--- config.mk ---
export PLATFORM = sky130hd
export DESIGN_NAME = mux_scan_scheduler
export DESIGN_NICKNAME = d
export VERILOG_FILES = /design/src/rtl/mux_scan_scheduler.sv
export SDC_FILE = /design/constraint.sdc
export NUM_CORES = 1
export LEC_CHECK = 0
export BUFFER_PORTS_ARGS = -buffer_cell sky130_fd_sc_hd__buf_2
export CORE_MARGIN = 5
export CORE_UTILIZATION = 50
export CTS_CLUSTER_SIZE = 8
export DETAILED_ROUTE_END_ITERATION = 8
export PLACE_DENSITY = 0.72
export SETUP_SLACK_MARGIN = 0.02
export SLEW_MARGIN = 20
export SYNTH_ARGS = -nofsm -noshare
export SYNTH_HDL_FRONTEND = slang
export SYNTH_SLANG_ARGS = --single-unit
--- constraint.sdc ---
create_clock -name clk -period 8.7 [get_ports clk]
set_input_delay 0.435 -clock clk [delete_from_list [all_inputs] [get_ports clk]]
set_output_delay 0.435 -clock clk [all_outputs]
set_load 0.01 [all_outputs]
--- src/rtl/mux_scan_scheduler.sv ---
// Round-robin scan sequencer for the 8-bit, 7-source sensor select mux.
// Grants requested channels 0-5 in turn, waits DWELL settle cycles, captures
// the mux output as a tagged sample, and parks the mux in error mode on a fault.
// Optional: define MUX_RANGE_CHECK_EN to trap captured values outside
// LIMIT_LO..LIMIT_HI (unsigned, inclusive) into the error state.
module mux_scan_scheduler #(
  parameter int unsigned DWELL    = 4,
  parameter logic [7:0]  LIMIT_LO = 8'h00,
  parameter logic [7:0]  LIMIT_HI = 8'hFF
) (
  input  logic       clk,
  input  logic       rst_n,
  input  logic       enable,
  input  logic [5:0] req,
  input  logic       error_in,
  input  logic       err_clear,
  input  logic [7:0] mux_out,
  output logic [4:0] select,
  output logic       sample_valid,
  output logic [2:0] sample_chan,
  output logic [7:0] sample_data,
  output logic       error_mode,
  output logic       busy
);

  typedef enum logic [1:0] {StIdle, StDwell, StCapture, StError} state_e;

  localparam logic [4:0] SelError = 5'b11111;

  state_e     state_q, state_d;
  logic [7:0] cnt_q, cnt_d;
  logic [4:0] sel_q, sel_d;
  logic [2:0] last_q, last_d;
  logic [2:0] schan_q, schan_d;
  logic [7:0] sdata_q, sdata_d;

  logic       grant_found;
  logic [2:0] grant;
  logic [3:0] cand;
  logic       range_err;

  // One-hot-ish select code; channel 0 maps to the all-zero code.
  function automatic logic [4:0] chan_code(input logic [2:0] ch);
    unique case (ch)
      3'd1:    chan_code = 5'b00001;
      3'd2:    chan_code = 5'b00010;
      3'd3:    chan_code = 5'b00100;
      3'd4:    chan_code = 5'b01000;
      3'd5:    chan_code = 5'b10000;
      default: chan_code = 5'b00000;
    endcase
  endfunction

`ifdef MUX_RANGE_CHECK_EN
  assign range_err = (sdata_q < LIMIT_LO) || (sdata_q > LIMIT_HI);
`else
  logic unused_limits;
  assign unused_limits = ^{LIMIT_LO, LIMIT_HI};
  assign range_err     = 1'b0;
`endif

  // Round-robin search starting just after the last granted channel.
  always_comb begin
    grant_found = 1'b0;
    grant       = 3'd0;
    cand        = 4'd0;
    for (int k = 1; k <= 6; k++) begin
      cand = {1'b0, last_q} + 4'(k);
      if (cand >= 4'd6) cand = cand - 4'd6;
      if (!grant_found && req[cand[2:0]]) begin
        grant_found = 1'b1;
        grant       = cand[2:0];
      end
    end
  end

  // Next-state logic: error beats capture, capture beats grant.
  always_comb begin
    state_d = state_q;
    cnt_d   = cnt_q;
    sel_d   = sel_q;
    last_d  = last_q;
    schan_d = schan_q;
    sdata_d = sdata_q;
    unique case (state_q)
      StIdle: begin
        if (error_in) begin
          state_d = StError;
          sel_d   = SelError;
        end else if (enable && grant_found) begin
          state_d = StDwell;
          last_d  = grant;
          sel_d   = chan_code(grant);
          cnt_d   = 8'(DWELL - 1);
        end
      end
      StDwell: begin
        if (error_in) begin
          state_d = StError;
          sel_d   = SelError;
        end else if (cnt_q == 8'd0) begin
          state_d = StCapture;
          sdata_d = mux_out;
          schan_d = last_q;
        end else begin
          cnt_d = cnt_q - 8'd1;
        end
      end
      StCapture: begin
        if (error_in || range_err) begin
          state_d = StError;
          sel_d   = SelError;
        end else if (enable && grant_found) begin
          // Back-to-back grant, no idle bubble between samples.
          state_d = StDwell;
          last_d  = grant;
          sel_d   = chan_code(grant);
          cnt_d   = 8'(DWELL - 1);
        end else begin
          state_d = StIdle;
          sel_d   = 5'b00000;
        end
      end
      StError: begin
        if (err_clear && !error_in) begin
          state_d = StIdle;
          sel_d   = 5'b00000;
        end
      end
      default: begin
        state_d = StIdle;
        sel_d   = 5'b00000;
      end
    endcase
  end

  // State and datapath registers; last_q resets to 5 so channel 0 wins first.
  always_ff @(posedge clk or negedge rst_n) begin
    if (!rst_n) begin
      state_q <= StIdle;
      cnt_q   <= 8'd0;
      sel_q   <= 5'b00000;
      last_q  <= 3'd5;
      schan_q <= 3'd0;
      sdata_q <= 8'd0;
    end else begin
      state_q <= state_d;
      cnt_q   <= cnt_d;
      sel_q   <= sel_d;
      last_q  <= last_d;
      schan_q <= schan_d;
      sdata_q <= sdata_d;
    end
  end

  assign select       = sel_q;
  assign sample_valid = (state_q == StCapture);
  assign sample_chan  = schan_q;
  assign sample_data  = sdata_q;
  assign error_mode   = (state_q == StError);
  assign busy         = (state_q == StDwell) || (state_q == StCapture);

endmodule
==> flow_metrics.env, run 1 <==
export IMPL_die_area_um2=6490
export IMPL_r2r_end="state_q[0]"
export IMPL_die_w_um=80.6
export IMPL_critPathArrivalTime_ps=3850
export IMPL_synth_edf_count=0
export IMPL_post_route_min_period_ps=3690
export IMPL_cpLargestDelayFamily="compound AO/OA/AOI/OAI gates"
export IMPL_n_antenna_cell=0
export IMPL_port_buffers=37
export IMPL_path_cells="inv_1 -> ha_1 -> a211oi_2 -> xnor2_1 -> mux2_4 -> o21a_1 -> nand3_2 -> o31a_4 -> o31ai_4 -> mux2_1"
export IMPL_yosysWarnings=0
export IMPL_clk_latency_ps=280
export IMPL_drt_wl_total_mm=5.69
export IMPL_syn_nets=307
export IMPL_row_count=25
export IMPL_cts_setup_buffers=0
export IMPL_synth_distinct_cells=68
export IMPL_cts_sinks=29
export IMPL_crit_fanout=12
export IMPL_firstDrtPassIters=4
export IMPL_numCtsBuffers=5
export IMPL_cts_root_buf="clkbuf_8"
export IMPL_skew_ps=9.63
export IMPL_slowest_delay_ps=610
export IMPL_crit_slowest_cell="dfrtp_1"
export IMPL_rsz0062_at_grt="no"
export IMPL_gp_congestion=0.908
export IMPL_cts_tree="yes"
export IMPL_gr_usage_all_layers=0.184
export IMPL_dpl_hpwl_mm=4.30
export IMPL_yosys_area_top_type="dfrtp_1"
export IMPL_drtAntennaViolNets=0
export IMPL_worstMarginPinSlew_ps=898
export IMPL_grt_pass1_vias=2124
export IMPL_cts_hold_buffers=0
export IMPL_rr_worst_depth=10
export IMPL_grt_pass1_wl_mm=9.50
export IMPL_fp_coreArea_um2=4790
export IMPL_min_period_over_period=0.424
export IMPL_seq_area_um2=728
export IMPL_avgSynthCellArea_um2=9.16
export IMPL_via_per_inst=5.81
export IMPL_fill_cells=441
export IMPL_hold_viol=0
export IMPL_clkTransAtPathRegs_ps=70
export IMPL_setup_tns_ps=0
export IMPL_cp_start_kind="flip-flop"
export IMPL_overflow=0
export IMPL_synth_cells=272
export IMPL_synth_area_leaders="dfrtp_1 (27%), ha_1 (8.0%), mux2i_1 (4.4%)"
export IMPL_ios=38
export IMPL_path_buf_inv=1
export IMPL_critical_path_required_ps=8860
export IMPL_synth_top_area_frac=0.271
export IMPL_htreeDepth=2
export IMPL_vias=2157
export IMPL_grt_max_degree=30
export IMPL_slew_violations=0
export IMPL_post_cts_resized=0
export IMPL_drt_iter0_markers=154
export IMPL_status="completed"
export IMPL_maxCapViolCount=0
export IMPL_setup_worst_path_end_class="flip-flop"
export IMPL_syn_area_um2=2490
export IMPL_setup_viol_count_final=0
export IMPL_max_freq_mhz=271
export IMPL_multi_input_area_um2=1630
export IMPL_cts_max_path_buffers=2
export IMPL_dominantRegCellSynth="dfrtp_1"
export IMPL_synthToLayoutAreaGrowth_pct=12.7
export IMPL_nets=338
export IMPL_r2r_start="last_q[1]"
export IMPL_antenna_found_initial=0
export IMPL_async_reset_ff_frac=1.00
export IMPL_initial_utilization=0.521
export IMPL_reg2reg_slack_ps=5010
export IMPL_drive_gt1_frac=0.250
export IMPL_route_detailed_drc=0
export IMPL_crit_type="flip-flop to flip-flop"
export IMPL_slew_headroom=0.399
export IMPL_die_height_um=80.6
export IMPL_wl_per_cell_um=15.3
export IMPL_hp_class="input pin to async pin"
export IMPL_layout_common_cells="buf_2 (37), dfrtp_1 (27), nand2_1 (23), nor2_1 (21), ha_1 (16)"
export IMPL_final_common_cell="buf_2"
export IMPL_ys_seq_area_frac=0.292
export IMPL_ys_ff_latch=29
-- through the flow --
stage / utilization / hold slack [ps] / cells / cell area [um2] / worst slack (ps)
after floorplan: - / 139 / 272 / 2490 / 5390
after global placement: 0.558 / 460 / 363 / 2670 / 5080
after detailed placement: 0.558 / 469 / 363 / 2670 / 5030
after CTS: 0.586 / 197 / 371 / 2810 / 5000
after global routing: 0.586 / 236 / 371 / 2810 / 4760
final: 0.586 / 175 / 371 / 2810 / 5010
-- per-layer routing --
metal,track usage,routed length (um),vias up
li1,-,-,1060
met1,0.238,2650,1025
met2,0.310,2650,66
met3,0.0359,353,6
met4,0.0574,41,0
met5,0,0,-
-- sequential cells by signal, summed over array words and instances, names as in the netlist --
| register | count |
|---|---|
| cnt_q | 8 |
| last_q | 3 |
| sample_data | 8 |
| sample_chan | 3 |
| state_q | 2 |
| select | 5 |
-- cell type report --
class,count,share of cell area
multi-input cells,218,0.581
flip-flops and latches,29,0.259
repair buffers,37,0.0660
well taps,67,0.0299
clock buffers,5,0.0245
clock inverters,3,0.0232
inverters,12,0.0160
-- synthesized netlist by cell type (all sizes together) (2+ instances only) --
cell / instances
xnor2: 6
o311ai: 2
o211ai: 5
nand3b: 2
nor2b: 2
inv: 12
dfstp: 2
nor3: 16
a21oi: 15
a211oi: 3
nor3b: 5
mux2i: 11
a21o: 2
o21a: 6
xor2: 7
nor4: 2
o21ai: 17
o31ai: 2
nand3: 4
dfrtp: 27
clkbuf: 2
nand2b: 4
buf: 11
a31oi: 2
and2: 2
nand2: 24
or4: 2
nor2: 21
o32ai: 2
a311oi: 4
mux2: 11
or3: 3
o31a: 2
ha: 16
o2111ai: 3
o32a: 2
-- worst max-delay path by stage --
stage | start | endpoint | slack [ps] | cells after the start
2_1_floorplan | last_q[0] | state_q[0] | 5390 | 12
3_3_place_gp | last_q[1] | state_q[0] | 5080 | 10
3_5_place_dp | last_q[1] | state_q[0] | 5030 | 10
4_1_cts | last_q[1] | state_q[0] | 5000 | 10
5_1_grt | last_q[0] | select[4] | 4760 | 11
6_report | last_q[1] | state_q[0] | 5010 | 10
-- logic make-up (layout without fill, tap and decap cells) --
family                   Yosys count  in the layout  share of synthesized area
adder cells (fa/ha/maj)           16             16                     0.0804
AND/OR/NAND/NOR                   93             93                      0.207
buffers and inverters             25             57                     0.0532
flip-flops                        29             29                      0.292
XOR/XNOR                          13             13                     0.0457
multiplexers                      22             22                     0.0954
AO/OA/AOI/OAI                     74             74                      0.226
Power of run 1 is left out: the tool's default activity adds up to more than one toggle a clock period on the data nets, which glitch-free logic cannot reach.
==> inputs of run 2 (changes only) <==
==> constraint.sdc (replaced) <==
create_clock -name clk -period 3.7 [get_ports clk]
set_input_delay 0.185 -clock clk [delete_from_list [all_inputs] [get_ports clk]]
set_output_delay 0.185 -clock clk [all_outputs]
set_load 0.01 [all_outputs]
==> run 2 against run 1 <==
- count of clock-buffer cells in the layout unchanged
- utilization up 0.68 points
- flip-flop and latch count unchanged
- global-route usage down 0.43 points
- register-to-register slack worse by 4800 ps
- largest cell class unchanged
- first-iteration DRC count down 10%
- via count down 1.2%
- critical path depth unchanged
- worst setup slack worse by 4800 ps
- critical path type unchanged
- clock skew down 5.2 ps
- design area up 1.2%
==> flow_metrics.env, run 2 (synthesis results as in run 1) <==
export IMPL_gr_usage_all_layers=0.180
export IMPL_cts_root_buf="clkbuf_8"
export IMPL_grt_pass1_vias=2059
export IMPL_vias=2132
export IMPL_clk_latency_ps=280
export IMPL_critPathArrivalTime_ps=3620
export IMPL_drt_wl_total_mm=5.50
export IMPL_ios=38
export IMPL_r2r_start="last_q[2]"
export IMPL_gp_congestion=0.881
export IMPL_hold_viol=0
export IMPL_skew_ps=4.42
export IMPL_cts_max_path_buffers=2
export IMPL_cp_start_kind="flip-flop"
export IMPL_nets=342
export IMPL_maxUsedRoutingLayer="met4"
export IMPL_worstMarginPinSlew_ps=897
export IMPL_numCtsBuffers=5
export IMPL_crit_fanout=9
export IMPL_layout_common_cells="buf_2 (37), dfrtp_1 (27), nand2_1 (23), nor2_1 (21), ha_1 (16)"
export IMPL_min_period_over_period=0.934
export IMPL_setup_viol_count_final=0
export IMPL_final_common_cell="buf_2"
export IMPL_setup_tns_ps=0
export IMPL_holdPathStages=2
export IMPL_htreeDepth=2
export IMPL_r2r_end="state_q[0]"
export IMPL_drt_iter0_markers=138
export IMPL_maxCapViolCount=0
export IMPL_route_detailed_drc=0
export IMPL_reg2reg_slack_ps=240
export IMPL_n_antenna_cell=0
export IMPL_port_buffers=37
export IMPL_row_count=25
export IMPL_initial_utilization=0.521
export IMPL_cts_sinks=29
export IMPL_via_per_inst=5.69
export IMPL_slew_violations=0
export IMPL_grt_pass1_wl_mm=9.32
export IMPL_drtAntennaViolNets=0
export IMPL_fill_cells=418
export IMPL_rsz0062_at_grt="no"
export IMPL_post_route_min_period_ps=3460
export IMPL_firstDrtPassIters=4
export IMPL_overflow=0
export IMPL_hp_class="input pin to flip-flop"
export IMPL_grt_max_degree=30
export IMPL_m1WireLength_mm=2.69
export IMPL_synthToLayoutAreaGrowth_pct=14.0
export IMPL_clkTransAtPathRegs_ps=60
export IMPL_dpl_hpwl_mm=4.15
export IMPL_setup_worst_path_end_class="flip-flop"
export IMPL_drive_gt1_frac=0.256
export IMPL_holdPathEnd="sample_data[7]"
export IMPL_met3_length_um=282
export IMPL_die_w_um=80.6
export IMPL_fp_coreArea_um2=4790
export IMPL_critical_path_required_ps=3860
export IMPL_slew_headroom=0.402
export IMPL_cts_tree="yes"
export IMPL_hold_start="mux_out[7]"
export IMPL_die_height_um=80.6
export IMPL_antenna_found_initial=0
export IMPL_wl_per_cell_um=14.7
export IMPL_die_area_um2=6490
export IMPL_max_freq_mhz=289
export IMPL_crit_type="flip-flop to flip-flop"
export IMPL_status="completed"
export IMPL_wl_met2_mm=2.48
export IMPL_rr_worst_depth=10
export IMPL_post_cts_resized=0
-- run 2: cell count changes in the layout (fill, tap and decap cells not counted) --
cell / delta
dlygate4sd3_1: +1
buf_4: +3
-- run 2: per-stage QoR --
step | instances | area [um2] | worst slack (ps) | hold WS (ps) | util
after detailed placement | 366 | 2700 | 288 | 244 | 0.563
after global placement | 366 | 2700 | 377 | 240 | 0.563
after floorplan | 272 | 2490 | 389 | -111 | -
after global routing | 375 | 2840 | 50.6 | 125 | 0.593
final | 375 | 2840 | 244 | 131 | 0.593
after CTS | 375 | 2840 | 256 | 127 | 0.593
-- run 2: critical path: stages (launching register included) --
cell and delay, ps:
dfstp_2 650, inv_1 170, ha_1 430, a211oi_2 280, xnor2_1 250, mux2_4 250, o21a_1 170, nand3_2 150
o31a_4 430, o31ai_4 220, mux2_1 350
-- run 2: cell type report --
| class | count | area [um2] | area share |
|---|---|---|---|
| multi-input cells | 218 | 1630 | 0.574 |
| clock buffers | 5 | 68.8 | 0.0242 |
| repair buffers | 41 | 218 | 0.0767 |
| flip-flops and latches | 29 | 728 | 0.257 |
| well taps | 67 | 83.8 | 0.0295 |
| clock inverters | 3 | 65.1 | 0.0229 |
| inverters | 12 | 45.0 | 0.0159 |
-- run 2: worst max path at each step --
stage / endpoint / from / cells after the start / slack, ps
final: state_q[0] / last_q[2] / 10 / 240
after global routing: select[3] / last_q[2] / 11 / 50
after CTS: state_q[0] / last_q[2] / 10 / 260
after detailed placement: state_q[0] / last_q[2] / 10 / 290
after global placement: state_q[0] / last_q[2] / 10 / 380
after floorplan: state_q[0] / last_q[0] / 12 / 390
-- run 2: routing by layer --
metal  vias up  global-route usage
li1       1071                   -
met5         -                   0
met3         7              0.0303
met4         0              0.0490
met2        65               0.285
met1       989               0.253
-- run 2: timing repair --
action                                  CTS  global route
endpoints found under the setup margin    0             0
hold endpoints to repair                 27             0
buffers inserted                          0             0
hold buffers                              1             0
Power of run 2 is left out for the same reason.
